===== src/rtl/constants.sv =====
// ============================================================================
// File     : constants.sv
// Purpose  : Machine-wide width and step constants shared by the front end.
// Contents : XLEN      - address / PC width in bits
//            INSTR_LEN - instruction word width in bits
//            PC_STEP   - byte distance between sequential instructions
// Revision : 1.0 - initial release
// ============================================================================
`ifndef CONSTANTS_SV
`define CONSTANTS_SV

`define XLEN      32
`define INSTR_LEN 32
`define PC_STEP   4

`endif


===== src/rtl/fetch_unit_pkg.sv =====
// ============================================================================
// Module   : fetch_unit_pkg
// Purpose  : Types and helpers shared between fetch and decode.
// Contents : fetch_entry_t - {pc, instr} pair carried through the fetch buffer
//            align_pc      - clears the two low address bits of a target
// Revision : 1.0 - initial release
// ============================================================================
`ifndef CONSTANTS_SV
`include "constants.sv"
`endif
`default_nettype none

package fetch_unit_pkg;

   typedef struct packed {
      logic [`XLEN-1:0]      pc;
      logic [`INSTR_LEN-1:0] instr;
   } fetch_entry_t;

   // Instructions are word aligned; stray low bits of a target are dropped.
   function automatic logic [`XLEN-1:0] align_pc(input logic [`XLEN-1:0] addr);
      return {addr[`XLEN-1:2], 2'b00};
   endfunction

endpackage

`default_nettype wire


===== src/rtl/fetch_unit_if.sv =====
// ============================================================================
// Module   : fetch_unit_if
// Purpose  : Bundles the fetch stage's memory, redirect and decode signals.
// Ports    : imem_addr/imem_instr       - combinational instruction memory
//            redirect_valid/redirect_pc - control-flow change from execute
//            out_valid/out_ready        - handshake towards decode
//            out_instr/out_pc           - payload towards decode
// Modports : master - the fetch unit; slave - its environment
// Revision : 1.0 - initial release
// ============================================================================
`ifndef CONSTANTS_SV
`include "constants.sv"
`endif
`default_nettype none

interface fetch_unit_if;
   logic [`XLEN-1:0]      imem_addr;
   logic [`INSTR_LEN-1:0] imem_instr;
   logic                  redirect_valid;
   logic [`XLEN-1:0]      redirect_pc;
   logic                  out_valid;
   logic                  out_ready;
   logic [`INSTR_LEN-1:0] out_instr;
   logic [`XLEN-1:0]      out_pc;

   modport master (
      output imem_addr,
      input  imem_instr,
      input  redirect_valid,
      input  redirect_pc,
      output out_valid,
      input  out_ready,
      output out_instr,
      output out_pc
   );

   modport slave (
      input  imem_addr,
      output imem_instr,
      output redirect_valid,
      output redirect_pc,
      input  out_valid,
      output out_ready,
      input  out_instr,
      input  out_pc
   );
endinterface

`default_nettype wire


===== src/rtl/fetch_fifo.sv =====
// ============================================================================
// Module   : fetch_fifo
// Purpose  : Generic synchronous FIFO with flush; head visible combinationally
//            from registered storage.
// Ports    : clk, rst_n        - clock, async active-low reset
//            push, pop, flush  - write, read, clear (flush beats push)
//            wdata / rdata     - write data / head entry
//            count, full, empty- occupancy status
// Revision : 1.0 - initial release
// ============================================================================
`default_nettype none

module fetch_fifo #(
   parameter int unsigned WIDTH = 8,
   parameter int unsigned DEPTH = 2
) (
   input  logic                       clk,
   input  logic                       rst_n,
   input  logic                       push,
   input  logic                       pop,
   input  logic                       flush,
   input  logic [WIDTH-1:0]           wdata,
   output logic [WIDTH-1:0]           rdata,
   output logic [$clog2(DEPTH+1)-1:0] count,
   output logic                       full,
   output logic                       empty
);
   localparam int unsigned c_addr_w = $clog2(DEPTH);
   localparam int unsigned c_cnt_w  = $clog2(DEPTH+1);
   localparam logic [c_cnt_w-1:0] c_full_cnt = c_cnt_w'(DEPTH);

   logic [WIDTH-1:0]    r_mem [DEPTH];
   logic [c_addr_w-1:0] r_wr_ptr;
   logic [c_addr_w-1:0] r_rd_ptr;
   logic [c_cnt_w-1:0]  r_count;
   logic                w_push;
   logic                w_pop;

   // A push into a full FIFO is only legal when the head leaves the same cycle.
   assign w_pop  = pop & ~empty;
   assign w_push = push & (~full | w_pop);

   assign full  = (r_count == c_full_cnt);
   assign empty = (r_count == '0);
   assign count = r_count;
   assign rdata = r_mem[r_rd_ptr];

   // DEPTH is a power of two, so pointer wrap is the natural overflow.
   always_ff @(posedge clk or negedge rst_n) begin
      if (!rst_n) begin
         r_wr_ptr <= '0;
         r_rd_ptr <= '0;
         r_count  <= '0;
         for (int i = 0; i < int'(DEPTH); i++) begin
            r_mem[i] <= '0;
         end
      end else if (flush) begin
         r_wr_ptr <= '0;
         r_rd_ptr <= '0;
         r_count  <= '0;
      end else begin
         if (w_push) begin
            r_mem[r_wr_ptr] <= wdata;
            r_wr_ptr        <= r_wr_ptr + 1'b1;
         end
         if (w_pop) begin
            r_rd_ptr <= r_rd_ptr + 1'b1;
         end
         case ({w_push, w_pop})
            2'b10:   r_count <= r_count + 1'b1;
            2'b01:   r_count <= r_count - 1'b1;
            default: r_count <= r_count;
         endcase
      end
   end
endmodule

`default_nettype wire


===== src/rtl/fetch_unit.sv =====
// ============================================================================
// Module   : fetch_unit
// Purpose  : Instruction fetch stage: owns the PC, reads the combinational
//            instruction memory, buffers {pc, instr} pairs for decode and
//            handles redirects from execute.
// Ports    : clk   - clock
//            rst_n - async active-low reset
//            bus   - fetch_unit_if.master (imem, redirect, decode handshake)
// Revision : 1.0 - initial release
// ============================================================================
`ifndef CONSTANTS_SV
`include "constants.sv"
`endif
`default_nettype none

module fetch_unit
   import fetch_unit_pkg::*;
#(
   parameter logic [`XLEN-1:0] RESET_PC   = '0,
   parameter int unsigned      FIFO_DEPTH = 2
) (
   input  logic         clk,
   input  logic         rst_n,
   fetch_unit_if.master bus
);
   logic [`XLEN-1:0]                r_pc;
   fetch_entry_t                    w_wr_entry;
   fetch_entry_t                    w_rd_entry;
   logic                            w_push;
   logic                            w_pop;
   logic                            w_full;
   logic                            w_empty;
   logic [$clog2(FIFO_DEPTH+1)-1:0] w_count;
   logic                            w_unused;

   assign w_unused = &{1'b0, w_count};

   // A pop during a redirect is still a completed handshake; decode squashes it.
   assign w_pop  = bus.out_valid & bus.out_ready;
   // Fetch whenever a slot is free or is being freed this cycle.
   assign w_push = ~bus.redirect_valid & (~w_full | w_pop);

   assign w_wr_entry = '{pc: r_pc, instr: bus.imem_instr};

   fetch_fifo #(
      .WIDTH ($bits(fetch_entry_t)),
      .DEPTH (FIFO_DEPTH)
   ) u_fifo (
      .clk   (clk),
      .rst_n (rst_n),
      .push  (w_push),
      .pop   (w_pop),
      .flush (bus.redirect_valid),
      .wdata (w_wr_entry),
      .rdata (w_rd_entry),
      .count (w_count),
      .full  (w_full),
      .empty (w_empty)
   );

   // All outputs come from registers: no path from imem_instr or out_ready.
   assign bus.imem_addr = r_pc;
   assign bus.out_valid = ~w_empty;
   assign bus.out_instr = w_rd_entry.instr;
   assign bus.out_pc    = w_rd_entry.pc;

   always_ff @(posedge clk or negedge rst_n) begin
      if (!rst_n) begin
         r_pc <= RESET_PC;
      end else if (bus.redirect_valid) begin
         r_pc <= align_pc(bus.redirect_pc);
      end else if (w_push) begin
         r_pc <= r_pc + `XLEN'(`PC_STEP);
      end
   end
endmodule

`default_nettype wire


===== src/flat_wrapper.sv =====
// flat-port wrapper written by rule: the top's interface ports become plain ports
module fetch_unit_flat import fetch_unit_pkg::*;
#(
   parameter logic [`XLEN-1:0] RESET_PC   = '0,
   parameter int unsigned      FIFO_DEPTH = 2
)
  (clk, rst_n, bus_imem_addr, bus_imem_instr, bus_redirect_valid, bus_redirect_pc, bus_out_valid, bus_out_ready, bus_out_instr, bus_out_pc);
  fetch_unit_if bus_i ();
  input  logic clk;
  input  logic rst_n;
  output wire logic [$bits(bus_i.imem_addr)-1:0] bus_imem_addr;
  input wire logic [$bits(bus_i.imem_instr)-1:0] bus_imem_instr;
  input wire logic [$bits(bus_i.redirect_valid)-1:0] bus_redirect_valid;
  input wire logic [$bits(bus_i.redirect_pc)-1:0] bus_redirect_pc;
  output wire logic [$bits(bus_i.out_valid)-1:0] bus_out_valid;
  input wire logic [$bits(bus_i.out_ready)-1:0] bus_out_ready;
  output wire logic [$bits(bus_i.out_instr)-1:0] bus_out_instr;
  output wire logic [$bits(bus_i.out_pc)-1:0] bus_out_pc;
  assign bus_imem_addr = bus_i.imem_addr;
  assign bus_i.imem_instr = bus_imem_instr;
  assign bus_i.redirect_valid = bus_redirect_valid;
  assign bus_i.redirect_pc = bus_redirect_pc;
  assign bus_out_valid = bus_i.out_valid;
  assign bus_i.out_ready = bus_out_ready;
  assign bus_out_instr = bus_i.out_instr;
  assign bus_out_pc = bus_i.out_pc;
  fetch_unit #(.RESET_PC(RESET_PC), .FIFO_DEPTH(FIFO_DEPTH)) u_core (.clk(clk), .rst_n(rst_n), .bus(bus_i));
endmodule

===== config.mk =====
export PLATFORM = sky130hd
export DESIGN_NAME = fetch_unit_flat
export DESIGN_NICKNAME = d
export VERILOG_FILES = /design/src/rtl/fetch_unit_pkg.sv /design/src/rtl/fetch_unit_if.sv /design/src/rtl/fetch_fifo.sv /design/src/rtl/fetch_unit.sv /design/src/flat_wrapper.sv
export VERILOG_INCLUDE_DIRS = /design/src /design/src/rtl
export SDC_FILE = /design/constraint.sdc
export NUM_CORES = 1
export LEC_CHECK = 0
export CAP_MARGIN = 10
export CORE_MARGIN = 5
export CORE_UTILIZATION = 46
export CTS_CLUSTER_DIAMETER = 150
export DETAILED_ROUTE_END_ITERATION = 10
export PLACE_DENSITY = 0.79
export SLEW_MARGIN = 25
export SYNTH_ARGS = -nofsm -noshare
export SYNTH_HDL_FRONTEND = slang
export SYNTH_SLANG_ARGS = --single-unit
export TNS_END_PERCENT = 30

===== constraint.sdc =====
create_clock -name clk -period 2 [get_ports clk]
set_input_delay 0.4 -clock clk [delete_from_list [all_inputs] [get_ports clk]]
set_output_delay 0.4 -clock clk [all_outputs]
set_load 0.02 [all_outputs]

==> out/qor.txt, run 1 <==
=========================================================================================
Run status ................................................................. complete, but fails checks
Violated checks ............................................................ negative setup slack
Kind of launch point of the worst setup path ...............................    flip-flop
Final net count ............................................................          819
Transition time at the pin with the least slew margin ......................       527 ps
DRC viols ..................................................................            0
Core Rows ..................................................................           45
Final Core Density .........................................................        0.653
CTS Sinks ..................................................................          158
First element of the critical path ......................................... u_core.u_fifo.r_rd_ptr$_DFFE_PN0P_
Final period demand of the worst path ......................................      2010 ps
Global-route wire length before repair .....................................      29.2 mm
Die boundary height ........................................................       135 um
Max-cap viol count .........................................................            0
Vias in the first global route .............................................        5,695
Antenna-violating nets left ................................................            0
Routability congestion estimate from global placement ......................        0.838
I/O pin count ..............................................................          165
Reg-to-reg critical path startpoint ........................................ u_core.u_fifo.count[1]$_DFFE_PN0P_
Power density of the placed cells .......................................... 1080 nW/um^2
1st-pass router iterations .................................................            4
Number of synthesis warnings ...............................................            0
Synthesized instance count .................................................          553
Maximum vdd ir drop ........................................................   0.000621 V
P_sw .......................................................................      3.22 mW
Final worst-path setup slack ...............................................     -9.50 ps
Share of post-route cells with drive strength above 1 ......................        0.471
Worst Path Max Fanout ......................................................           25
H-tree depth ...............................................................            4
Count of endpoints failing hold in the final timing report .................            0
HPWL after detailed placement ..............................................      12.8 mm
Final routed wirelength across all metal layers ............................      18.3 mm
Number of buffers created by CTS ...........................................           17
Pins over their slew limit .................................................            0
Proportion of register bits with asynchronous set or reset after synthesis .         1.00
Most used DFF post-synth ...................................................      dfrtp_1
Area growth, synth to finish ...............................................        38.6%
Cell internal power dissipation ............................................      7.56 mW
Portion of total power attributed to the clock network .....................        0.295
Count of filler cells inserted in the layout ...............................        1,144
Distinct cells, synth ......................................................           41
Seq pwr share ..............................................................        0.401
Cell area reported after detailed placement ................................    9440 um^2
Number of flops mapped to enable cells by yosys ............................            0
Clk_lat worst skew .........................................................       410 ps
Total length of routed met3 wires ..........................................       693 um
Uppermost signal routing layer after detailed routing ......................         met4
Setup repair after global routing missed its margin ........................         true
GRT Overall Usage ..........................................................        0.202
Type of the tightest min-delay check ....................................... input pin to asynchronous set/reset pin
Clock Tree Root ............................................................    clkbuf_16
Initial antenna violation count ............................................            0
Final worst path period share ..............................................         1.00
Fin area ...................................................................  10,000 um^2
Amount of wire on met2 after detailed routing ..............................      9.67 mm
Buffer depth of the longest clock path .....................................            2
Largest net degree at the start of global routing ..........................           63
Setup Crit Path Kind ....................................................... flip-flop to primary output
Endpoint kind of the worst setup timing path ............................... primary output
Average size of a mapped cell ..............................................    13.1 um^2
Wire length per cell after detailed routing ................................      18.8 um
Setup-failing EPs final ....................................................            6
Core area ..................................................................  15,300 um^2
# port buffers .............................................................          158
Fraction of power consumed by combinational cells ..........................        0.304
Global-route congestion overflow total .....................................            0
Number of storage elements in the synthesis netlist ........................          158
Clock tree from TritonCTS ..................................................          yes
Drt first-iter violations ..................................................          293
Die ar. ....................................................................  18,300 um^2
ANT cells ..................................................................            0
DIE WIDTH ..................................................................       135 um
Max Fclk ...................................................................      498 MHz
Required time worst endpoint ...............................................      1600 ps
Relative slew margins ......................................................        0.648
Data arrival time of the worst path ........................................      1610 ps
Via/cell ratio .............................................................         5.34
Final total power ..........................................................      10.8 mW
Length of routed wiring on met1 ............................................      7.45 mm
Switching share of power ...................................................        0.299
Static leakage .............................................................      4.24 nW
Proportion of synthesized chip area in sequential cells ....................        0.548
Clock-pin transition on the worst setup and hold timing paths ..............        60 ps
DR vias ....................................................................        5,202
Cell area after technology mapping .........................................    7220 um^2
Clock Skews ................................................................      14.1 ps
Starting density of the core ...............................................        0.471
=========================================================================================
-- cell families after synthesis --
family,Yosys count,synth area share
DFF,158,0.548
other,1,0.000520
buffers and inverters,41,0.0248
and+or+nand+nor,105,0.0768
AOI/OAI and AO/OA,46,0.0399
muxes,187,0.292
xor gates and xnor gates,14,0.0170
adders and majority gates,1,0.00173
-- state kept, by name, indices dropped and copies added (netlist names) --
register	flops
u_core.bus.imem_addr	30
u_core.u_fifo.count	2
u_core.u_fifo.r_wr_ptr	1
u_core.u_fifo.r_rd_ptr	1
u_core.u_fifo.r_mem	124
-- critical path: stages (launching register included) --
cell	delay [ps]
dfrtp_2	450
buf_12	210
mux2_2	370
buf_2	170
-- synthesized netlist by cell type (2+ instances only) --
cell type,n,area (um^2)
a31oi_1,12,75.1
and3_1,3,18.8
and4_1,2,17.5
buf_1,2,7.51
buf_2,8,40.0
buf_4,4,30.0
clkbuf_1,24,90.1
dfrtp_1,158,3950
inv_1,2,7.51
mux2_2,186,2090
nand2_1,26,97.6
nand3_1,14,70.1
nand4_1,5,31.3
nor2_1,18,67.6
nor2b_1,3,18.8
nor3_1,3,15.0
nor3b_1,3,22.5
nor4_1,3,18.8
o211ai_1,2,15.0
o21ai_0,21,105
o31ai_1,4,30.0
or2_2,2,12.5
or3_1,11,68.8
or4_1,8,60.1
xnor2_1,10,87.6
xor2_1,4,35.0
-- area by class of cell --
cell class	count	area, um^2	share of cell area
repair buffers	213	1920	0.192
well taps	211	264	0.0264
clock buffers	19	453	0.0453
inverters	3	11.3	0.00113
multi-input cells	357	3250	0.325
flip-flops and latches	158	3960	0.396
clock inverters	13	140	0.0140
-- power by group through the flow --
stage / sequential [mW] / combinational (mW) / clock (mW)
after global placement: 4.29 / 3.39 / 0
after global routing: 4.41 / 3.49 / 3.41
final: 4.32 / 3.28 / 3.18
after detailed placement: 4.36 / 3.47 / 0
after floorplan: 4.33 / 1.87 / 0
after CTS: 4.30 / 3.13 / 3.25
-- path summary, 6_finish.rpt --
path	endpoint	slack [ps]	cells after the start
worst max-delay path	bus_out_pc[5]	-9	3
worst min-delay path	u_core.u_fifo.r_mem[51]$_DFFE_PN0P_	450	2
worst max register to register	u_core.bus.imem_addr[28]$_DFFE_PN0N_	-9	5
worst min register to register	u_core.u_fifo.r_mem[92]$_DFFE_PN0P_	500	1
max in group asynchronous	u_core.u_fifo.r_rd_ptr$_DFFE_PN0P_	870	3
min in group clk	u_core.u_fifo.count[0]$_DFFE_PN0P_	460	3
-- cell usage in the layout, fill, tap and decap left out, types with 4 or more instances in the layout --
cell / instances
a31oi_1: 11
buf_12: 10
buf_2: 37
buf_4: 59
buf_6: 11
clkbuf_16: 17
clkdlybuf4s50_1: 82
clkinvlp_4: 7
conb_1: 4
dfrtp_1: 152
dfrtp_2: 6
dlygate4sd2_1: 4
dlymetal6s2s_1: 8
mux2_2: 166
mux2_4: 20
nand2_1: 26
nand3_1: 14
nand4_1: 5
nor2_1: 18
o21ai_0: 21
or3_1: 11
or4_1: 4
or4_4: 4
xnor2_1: 10
xor2_1: 4
-- through the flow --
stage                     setup slack (ps)  TNS, ps  hold slack (ps)  std cells
after floorplan                       2.32        0              104        556
after global placement                -440   -31310              295        938
after detailed placement              -495   -37260              304        938
after CTS                             -174     -756              438        971
after global routing                 -88.7    -2220              470        974
final                                -9.50    -37.9              448        974
-- per-layer routing --
metal | GRT usage | vias up
li1 | - | 2378
met2 | 0.352 | 145
met4 | 0.0784 | 0
met1 | 0.246 | 2654
met3 | 0.0416 | 25
met5 | 0 | -
-- what timing repair did --
item	4_1_cts	5_1_grt
hold buffers	1	0
setup endpoints to repair	71	78
setup buffers	0	2
gates cloned	0	1
resized for setup	259	74
endpoints found under the hold margin	28	0
pin swaps	2	2
Power figures use the tool's default switching activity.
==> run 2, diff against run 1 <==
Settings changed: CORE_ASPECT_RATIO set to 1.1, PLACE_DENSITY 0.79 to 0.78, SYNTH_HIERARCHICAL set to 1.
==> run 2 against run 1 <==
The run still ends with negative setup slack left; clock skew down 6.7 ps; cell count up 3.7%; count of clock-buffer cells in the layout down 1; worst hold slack better by 44 ps; wire length up 16%; via count up 8.9%; flip-flop and latch count up 4; global-route usage up 0.57 points.
==> out/qor.txt, run 2 <==
=========================================================================================
Data arrival time of the worst path ........................................      1630 ps
Worst-case register-to-register setup slack ................................       -10 ps
Count of cells along the worst register-to-register path ...................            6
Core Rows ..................................................................           49
Final net count ............................................................          862
Starting density of the core ...............................................        0.470
Global-route wire length before repair .....................................      32.6 mm
Most frequent cells in the layout .......................................... dfrtp_1 (160), mux2_2 (101), mux2_4 (91)
Drt first-iter violations ..................................................          338
Relative slew margins ......................................................        0.633
Setup Crit Path Kind ....................................................... flip-flop to primary output
Area growth, synth to finish ...............................................        44.3%
Reg-to-reg critical path startpoint ........................................ u_core/u_fifo/count[1]$_DFFE_PN0P_
Endpoint kind of the worst setup timing path ............................... primary output
HPWL after detailed placement ..............................................      13.0 mm
Clk_lat worst skew .........................................................       420 ps
DR vias ....................................................................        5,666
Wire length per cell after detailed routing ................................      21.1 um
Final worst-path setup slack ...............................................     -27.0 ps
Count of endpoints failing hold in the final timing report .................            0
Largest net degree at the start of global routing ..........................           71
Pins over their slew limit .................................................            0
Routability congestion estimate from global placement ......................        0.841
Final Core Density .........................................................        0.679
Pre-CTS WS .................................................................      -455 ps
Clock Skews ................................................................      7.39 ps
Kind of launch point of the worst setup path ...............................    flip-flop
Die ar. ....................................................................  19,500 um^2
Max Fclk ...................................................................      493 MHz
Max reg flops ..............................................................          128
Terminus of the critical flop-to-flop path ................................. u_core/u_fifo/r_mem[69]$_DFFE_PN0P_
Setup-failing EPs final ....................................................           54
Final period demand of the worst path ......................................      2030 ps
Final worst path period share ..............................................         1.01
Vias in the first global route .............................................        6,149
DRC viols ..................................................................            0
Share of post-route cells with drive strength above 1 ......................        0.459
I/O pin count ..............................................................          165
CTS Sinks ..................................................................          162
Most common cell after layout, fill and taps aside .........................      dfrtp_1
Buffer depth of the longest clock path .....................................            2
Cell area after technology mapping .........................................    7730 um^2
Transition time at the pin with the least slew margin ......................       537 ps
Max-cap viol count .........................................................            0
DIE WIDTH ..................................................................       134 um
Average size of a mapped cell ..............................................    13.4 um^2
Number of storage elements in the synthesis netlist ........................          162
Type of the tightest min-delay check ....................................... input pin to asynchronous set/reset pin
GRT Overall Usage ..........................................................        0.208
Die boundary height ........................................................       146 um
Run status ................................................................. complete, but fails checks
Worst Path Max Fanout ......................................................            4
Clock tree from TritonCTS ..................................................          yes
Area share of the leading cell type in the synthesized netlist .............        0.525
Leading cell type by number of instances after synthesis ...................      dfrtp_1
ANT cells ..................................................................            0
Antenna-violating nets left ................................................            0
Power density of the placed cells .......................................... 1100 nW/um^2
Final routed wirelength across all metal layers ............................      21.3 mm
Setup repair after global routing missed its margin ........................         true
Clock Tree Root ............................................................    clkbuf_16
Via/cell ratio .............................................................         5.61
Top cells by count, synth .................................................. dfrtp_1 (162), mux2_2 (143), mux2_4 (49), nand2_1 (22)
Global-route congestion overflow total .....................................            0
1st-pass router iterations .................................................            5
Violated checks ............................................................ negative setup slack
Initial antenna violation count ............................................            0
Biggest area contributors in the synthesized netlist ....................... dfrtp_1 (52%), mux2_2 (21%), mux2_4 (9.5%)
Clock-pin transition on the worst setup and hold timing paths ..............        60 ps
H-tree depth ...............................................................            4
# port buffers .............................................................          160
Distinct cells, synth ......................................................           40
Proportion of synthesized chip area in sequential cells ....................        0.525
Cell type contributing the most total cell area after synthesis ............      dfrtp_1
Synthesized instance count .................................................          575
Static leakage .............................................................      4.98 nW
Number of synthesis warnings ...............................................            6
Register name with the most flops .......................................... u_core/u_fifo/r_mem
Proportion of register bits with asynchronous set or reset after synthesis .         1.00
Most used DFF post-synth ...................................................      dfrtp_1
Maximum vdd ir drop ........................................................   0.000630 V
Core area ..................................................................  16,400 um^2
Required time worst endpoint ...............................................      1600 ps
Number of flops mapped to enable cells by yosys ............................            0
Number of buffers created by CTS ...........................................           17
=========================================================================================
[run 2: repair_timing]
action	4_1_cts	5_1_grt
endpoints found under the hold margin	46	0
gates cloned	4	6
gates resized for setup	313	134
setup endpoints to repair	78	195
buffers inserted	4	6
pin swaps	4	14
hold buffers	1	0
[run 2: report_power, final]
group	switching (mW)	internal [mW]	total (mW)
Combinational	1.73	2.47	4.20
Sequential	0.557	4.21	4.77
Clock	1.33	1.96	3.29
[run 2: stage by stage]
step	instance area (um^2)	power [mW]	setup TNS, ps	hold slack (ps)	cells
3_5_place_dp	9940	8.59	-52980	374	957
6_report	11100	12.3	-479	491	1010
2_1_floorplan	7820	6.93	-10320	104	580
4_1_cts	10500	11.8	-1780	498	998
5_1_grt	11100	12.8	-5900	516	1010
3_3_place_gp	9940	8.40	-48660	364	957
[run 2: cell families (layout without fill, tap and decap cells)]
| kind of cell | count (synthesis) | in the layout | synth area share |
|---|---|---|---|
| other | 1 | 6 | 0.000485 |
| flip-flops | 162 | 162 | 0.525 |
| AND/OR/NAND/NOR | 95 | 95 | 0.0669 |
| multiplexers | 194 | 194 | 0.306 |
| buffers and inverters | 47 | 273 | 0.0321 |
| XOR/XNOR | 10 | 10 | 0.0113 |
| adder cells (fa/ha/maj) | 1 | 1 | 0.00162 |
| AO/OA/AOI/OAI | 65 | 65 | 0.0567 |
[run 2: worst max-delay path by stage]
stage | from | endpoint | slack, ps | cells after the start
detailed placement | bus_out_ready | u_core/bus.imem_addr[30]$_DFFE_PN0P_ | -460 | 6
CTS | u_core/u_fifo/r_rd_ptr$_DFFE_PN0P_ | bus_out_pc[0] | -50 | 4
global placement | bus_out_ready | u_core/bus.imem_addr[29]$_DFFE_PN0P_ | -410 | 6
global route | u_core/u_fifo/count[1]$_DFFE_PN0P_ | u_core/u_fifo/r_mem[69]$_DFFE_PN0P_ | -70 | 6
floorplan | u_core/u_fifo/count[1]$_DFFE_PN0P_ | u_core/u_fifo/r_mem[107]$_DFFE_PN0P_ | -110 | 8
finish | u_core/u_fifo/r_rd_ptr$_DFFE_PN0P_ | bus_out_pc[4] | -30 | 4
[run 2: metal layers]
metal  wire length (um)  part of all wire  GRT usage
met4                403             0.019     0.0710
met2              10800              0.50      0.349
met3               1040             0.049     0.0429
met1               9110              0.43      0.268
met5                  0                 0          0
[run 2: area by class of cell]
| type | count | area [um^2] |
|---|---|---|
| fill | 1147 | 5280 |
| sequential | 162 | 4060 |
| multi-input combinational | 371 | 3640 |
| timing repair buffer | 231 | 2560 |
| clock buffer | 18 | 429 |
| tap | 204 | 255 |
| clock inverter | 14 | 163 |
| inverter | 10 | 40.0 |
[run 2: worst max-delay path: stages, from the launching register on]
cell and delay [ps]:
dfrtp_2 410, buf_6 150, clkbuf_16 160, mux2_2 350, buf_6 140
